<file path="src/rtl/alu_instr_sequencer.sv">
// Fetch/execute control sequencer for the phase-1 DataPath: walks T0..T6 for
// three-register ALU, MUL/DIV, NOP and HALT instructions and counts retirements.
module alu_instr_sequencer #(
  parameter int CNT_W = 16
) (
  input  logic             clock,
  input  logic             clear_n,
  input  logic             run,
  input  logic             mem_ready,
  input  logic [31:0]      IR_VALUE,
  output logic             PCout,
  output logic             IncPC,
  output logic             MARin,
  output logic             Zin,
  output logic             Zlo_out,
  output logic             Zhi_out,
  output logic             PCin,
  output logic             Read,
  output logic             MDRin,
  output logic             MDRout,
  output logic             IRin,
  output logic             Yin,
  output logic             HIin,
  output logic             LOin,
  output logic [15:0]      Rin,
  output logic [15:0]      Rout,
  output logic [4:0]       alu_op,
  output logic             busy,
  output logic             halted,
  output logic             illegal_op,
  output logic [CNT_W-1:0] retired
);

  typedef enum logic [3:0] {
    S_IDLE, S_T0, S_T1, S_T2, S_T3, S_T4, S_T5, S_T6, S_HALT
  } state_t;

  state_t state, next;

  logic [4:0] op;
  logic [3:0] ra, rb, rc;
  logic       is_alu, is_hilo, is_nop, is_halt, is_illegal;
  logic       retire;
  logic       unused_ir;

  assign op        = IR_VALUE[31:27];
  assign ra        = IR_VALUE[26:23];
  assign rb        = IR_VALUE[22:19];
  assign rc        = IR_VALUE[18:15];
  assign unused_ir = ^IR_VALUE[14:0];

  assign is_alu     = (op >= 5'd3) && (op <= 5'd10);
  assign is_hilo    = (op == 5'd15) || (op == 5'd16);
  assign is_nop     = (op == 5'd26);
  assign is_halt    = (op == 5'd27);
  assign is_illegal = !(is_alu || is_hilo || is_nop || is_halt);

  // Last execute step of every counted instruction; halt and illegal are not counted.
  assign retire = ((state == S_T3) && is_nop) ||
                  ((state == S_T5) && is_alu) ||
                  (state == S_T6);

  always_ff @(posedge clock or negedge clear_n) begin
    if (!clear_n) state <= S_IDLE;
    else          state <= next;
  end

  always_comb begin
    next = state;
    case (state)
      S_IDLE: if (run) next = S_T0;
      S_T0:   next = S_T1;
      S_T1:   if (mem_ready) next = S_T2;
      S_T2:   next = S_T3;
      S_T3: begin
        if (is_halt)                next = S_HALT;
        else if (is_alu || is_hilo) next = S_T4;
        else                        next = run ? S_T0 : S_IDLE;
      end
      S_T4:   next = S_T5;
      S_T5:   next = is_hilo ? S_T6 : (run ? S_T0 : S_IDLE);
      S_T6:   next = run ? S_T0 : S_IDLE;
      S_HALT: next = S_HALT;
      default: next = S_IDLE;
    endcase
  end

  always_comb begin
    PCout   = 1'b0;
    IncPC   = 1'b0;
    MARin   = 1'b0;
    Zin     = 1'b0;
    Zlo_out = 1'b0;
    Zhi_out = 1'b0;
    PCin    = 1'b0;
    Read    = 1'b0;
    MDRin   = 1'b0;
    MDRout  = 1'b0;
    IRin    = 1'b0;
    Yin     = 1'b0;
    HIin    = 1'b0;
    LOin    = 1'b0;
    Rin     = 16'h0000;
    Rout    = 16'h0000;
    alu_op  = 5'd0;
    busy    = (state != S_IDLE) && (state != S_HALT);
    halted  = (state == S_HALT);
    case (state)
      S_T0: begin
        PCout = 1'b1; IncPC = 1'b1; MARin = 1'b1; Zin = 1'b1;
      end
      // Held unchanged through memory stalls; Z keeps PC+1 since Zin is low.
      S_T1: begin
        Zlo_out = 1'b1; PCin = 1'b1; Read = 1'b1; MDRin = 1'b1;
      end
      S_T2: begin
        MDRout = 1'b1; IRin = 1'b1;
      end
      S_T3: if (is_alu || is_hilo) begin
        Rout = 16'b1 << rb; Yin = 1'b1;
      end
      S_T4: begin
        Rout = 16'b1 << rc; Zin = 1'b1; alu_op = op;
      end
      S_T5: begin
        Zlo_out = 1'b1;
        if (is_hilo) LOin = 1'b1;
        else         Rin  = 16'b1 << ra;
      end
      S_T6: begin
        Zhi_out = 1'b1; HIin = 1'b1;
      end
      default: ;
    endcase
  end

  always_ff @(posedge clock or negedge clear_n) begin
    if (!clear_n) begin
      retired    <= '0;
      illegal_op <= 1'b0;
    end else begin
      if (retire) retired <= retired + CNT_W'(1);
      illegal_op <= (state == S_T3) && is_illegal;
    end
  end

endmodule

</file>
<file path="config.mk">
export PLATFORM = sky130hd
export DESIGN_NAME = alu_instr_sequencer
export DESIGN_NICKNAME = d
export VERILOG_FILES = /design/src/rtl/alu_instr_sequencer.sv
export SDC_FILE = /design/constraint.sdc
export NUM_CORES = 1
export LEC_CHECK = 0
export CAP_MARGIN = 10
export CORE_MARGIN = 2
export CORE_UTILIZATION = 40
export DETAILED_ROUTE_END_ITERATION = 6
export HOLD_SLACK_MARGIN = 0.03
export PLACE_DENSITY = 0.86
export SYNTH_ARGS = -nofsm -noshare
export SYNTH_HDL_FRONTEND = slang
export SYNTH_SLANG_ARGS = --single-unit
</file>
<file path="constraint.sdc">
create_clock -name clock -period 3.33 [get_ports clock]
set_clock_uncertainty 0.1 [all_clocks]
set_input_delay 0.333 -clock clock [delete_from_list [all_inputs] [get_ports clock]]
set_output_delay 0.333 -clock clock [all_outputs]
set_load 0.005 [all_outputs]
</file>
==> flow_summary.rst <==
.. list-table::
   :header-rows: 1

   * - Metric
     - Value
   * - Status
     - complete, no violations
   * - Avg WL per Cell
     - 13.8 um
   * - DRC viols
     - 0
   * - Later-pin clock latency in the skew report
     - 260 ps
   * - Clock period minus final worst setup slack
     - 3120 ps
   * - Largest net degree at the start of global routing
     - 22
   * - Primary FF master, synth
     - dfrtp_1
   * - Clock tree sinks
     - 21
   * - CTS tree
     - built
   * - Resized cells post-CTS
     - 0
   * - Depth of the CTS H-tree
     - 1
   * - Cells taking the most area after synthesis
     - dfrtp_1 31%, nor2_1 6.0%, xor2_1 5.7%
   * - Longest individual stage delay on the worst path
     - roughly 540 ps
   * - Maximum vdd drop
     - roughly 0.21 mV
   * - GRT Util Overall
     - between 20% and 30%
   * - Number of distinct library cells after synthesis
     - 40
   * - Cell area after synthesis
     - around 1700 um^2
   * - Number of flops mapped to enable cells by yosys
     - 0
   * - Number of setup violations in the final report
     - 0
   * - Cell chain of the critical path
     - clkdlybuf4s50_1 > and4b_1 > a2111o_1 > a21oi_2 > nand3b_1 > o21ai_1 > clkdlybuf4s50_1
   * - Net count, final
     - 341
   * - Synthesized Nets
     - around 260
   * - First DRT Iteration DRCs
     - between 100 and 150
   * - Static leakage power
     - roughly 0.94 nW
   * - First-pass GRT wire length
     - 8250 um
   * - Cell with the most instances after synthesis
     - nor2_1
   * - Cell area after layout
     - 2660 um^2
   * - Max-slew violation count
     - 0
   * - Reg-to-reg startpoint
     - state[0]$_DFFE_PN0P_
   * - Slew @ Worst Pin
     - 953 ps
   * - Cells after DPL
     - 349
   * - Worst hold-check path type
     - reg2reg
   * - Adder and majority cell fraction of the synthesized area
     - 0.735%
   * - Average cell area after synthesis
     - 7.74 um^2
   * - Post-synthesis mux area share
     - less than 1%
   * - ANT nets after route
     - 0
   * - Area share of and/or/nand/nor cells after synthesis
     - 40.7%
   * - Complex-gate fraction of the synthesized area
     - about 12%
   * - Setup crit end kind
     - output port
   * - Post-synthesis sequential area ratio
     - between 30 and 40%
   * - Clock slew at reported path FFs
     - 70 ps
   * - Routability-driven placement congestion ratio
     - 0.771
   * - Fin cells
     - 353
   * - Number of hold violations in the final report
     - 0
   * - Die outline area
     - about 4800 um^2
   * - Hold path startpoint
     - retired[15]$_DFFE_PN0P_
   * - MaxCap Viol Count
     - 0
   * - Master of the slowest instance on the critical path
     - clkdlybuf4s50_1
   * - Initial antenna violation count
     - 0
   * - Highest clock rate
     - 321 MHz
   * - Die width
     - 69.2 um
   * - Number of global-route vias before repair
     - 1,793
   * - Combined flip-flop and latch cell area
     - 526 um^2
   * - Most repeated library cell on the critical path
     - clkdlybuf4s50_1
   * - Vias
     - 1,877
   * - Number of core rows
     - 23
   * - IO Count
     - 106
   * - Share of final-layout standard cells stronger than drive strength 1
     - just under 6%
   * - Max-slew headroom at the worst pin
     - 36.3%
   * - TritonCTS Buffers
     - 3
   * - Share of the synthesized area in the top cell type
     - 30.9%
   * - Most frequent cells after synthesis
     - 27 x nor2_1, 24 x nand2_1, 21 x dfrtp_1, 16 x o21ai_1, 13 x nand3_1
   * - Fin Hold WS
     - roughly 370 ps
   * - Largest family of logic cells by synthesized area
     - simple AND/OR/NAND/NOR gates
   * - Starting density of the core
     - around two fifths
   * - Bufs on Longest Clock Path
     - 2
   * - Grt ovf
     - 0
   * - Worst Path Max Fanout
     - 6
   * - Tcrit/Tclk final
     - approximately 94%
   * - Fillcell total
     - between 300 and 400
   * - Setup Crit Path Kind
     - in2out
   * - Dpl hpwl
     - 3830 um
   * - Flip-flop and latch count after synthesis
     - 21
   * - Area after DPL
     - 2620 um^2
   * - Critical path launch point type
     - input port
   * - Vertical die dimension
     - 69.2 um
   * - CP required
     - 2900 ps
   * - Pwr dens
     - 407 nW/um^2
   * - Synth Area in XOR/XNOR
     - 8.23%
   * - Crit path launch
     - IR_VALUE[27]
   * - Final wirelength
     - 4880 um
   * - Count of yosys warnings during synthesis
     - 0
   * - RSZ-0062 raised after global routing
     - false
   * - Buffers inserted by post-CTS timing repair
     - 0
   * - Port-buffer cells
     - 90
   * - WP data arrival
     - 2680 ps
   * - Vias per cell
     - 5.32
   * - Number of search-and-repair iterations in the first detailed-routing pass
     - 6
   * - Cell at the root of the clock tree
     - clkbuf_8
   * - Async S/R FF share, synth
     - 100%
   * - Synthesis-to-finish area growth
     - 56.4%
   * - Number of cells produced by synthesis
     - 220
   * - Diode count
     - 0
   * - Cell taking the most area after synthesis
     - dfrtp_1
   * - Area of the multi-input gates
     - between 1000 and 1500 um^2
   * - Area of the core
     - approximately 4000 um^2
   * - Count of hold buffers inserted by post-cts repair
     - 0
   * - Final-layout setup total negative slack
     - 0 ps
per-stage QoR:
step / total power [mW] / utilization [%] / worst slack, ps
global route: 1.16 / 65.6 / 14.7
detailed placement: 0.923 / 64.5 / 214
global placement: 0.910 / 64.5 / 238
floorplan: 0.657 / - / 1170
CTS: 1.09 / 65.6 / 213
finish: 1.08 / 65.6 / 214
critical path, delay by kind of cell:
kind            cells  cell delay (ps)
compound gates      3              880
buf+inv             2             1020
simple gates        2              440
kinds of logic (layout without fill, tap and decap cells):
family	after synthesis	count (layout)
flip-flops	21	21
multiplexers	1	1
buffers and inverters	21	104
XOR/XNOR	16	16
AO/OA/AOI/OAI	34	34
adder cells (fa/ha/maj)	1	1
AND/OR/NAND/NOR	126	126
cells in the final DEF (no fill, tap or decap), types with 5 or more instances in the layout:
cell,synthesis,routed
a21oi_1,5,5
and2_1,6,6
buf_4,6,6
clkdlybuf4s50_1,0,90
dfrtp_1,21,21
nand2_1,24,24
nand2b_1,8,8
nand3_1,13,13
nor2_1,27,27
nor2b_1,5,5
nor3_1,9,9
nor3b_1,6,6
o21ai_1,16,16
xnor2_1,5,5
xor2_1,11,11
where the power goes:
part	total [mW]	leakage (nW)	switching [mW]	internal, mW
registers	0.387	0.233	0.0840	0.303
clock network	0.168	0.0228	0.0823	0.0854
logic	0.530	0.684	0.216	0.314
total	1.08	0.940	0.382	0.702
registers in the layout, summed over array words and instances (netlist names):
signal	cells
state	4
retired	16
illegal_op	1
layer usage:
layer | GRT usage [%] | vias up | wire (um) | share of wire (%)
met5 | 0 | - | 0 | 0
met4 | 5.01 | 0 | 42 | 0.86
met3 | 5.81 | 5 | 406 | 8.3
met2 | 37.0 | 69 | 2470 | 51
met1 | 22.9 | 871 | 1960 | 40
li1 | - | 932 | - | -
final cells by class:
cell class | count | share of cell area (%)
multi-input cells | 178 | 40.1
repair buffers | 96 | 35.5
flip-flops and latches | 21 | 19.7
well taps | 50 | 2.35
clock buffers | 4 | 1.69
inverters | 4 | 0.564
final timing paths:
kind | endpoint | slack (ps) | cells past startpoint
setup / recovery | Rout[2] | 210 | 7
max in group asynchronous | retired[11]$_DFFE_PN0P_ | 2050 | 1
setup reg to reg | retired[14]$_DFFE_PN0P_ | 1090 | 6
hold reg to reg | retired[15]$_DFFE_PN0P_ | 370 | 1
hold / removal | retired[15]$_DFFE_PN0P_ | 370 | 1
min in group asynchronous | retired[3]$_DFFE_PN0P_ | 500 | 1
Power figures use the tool's default switching activity.
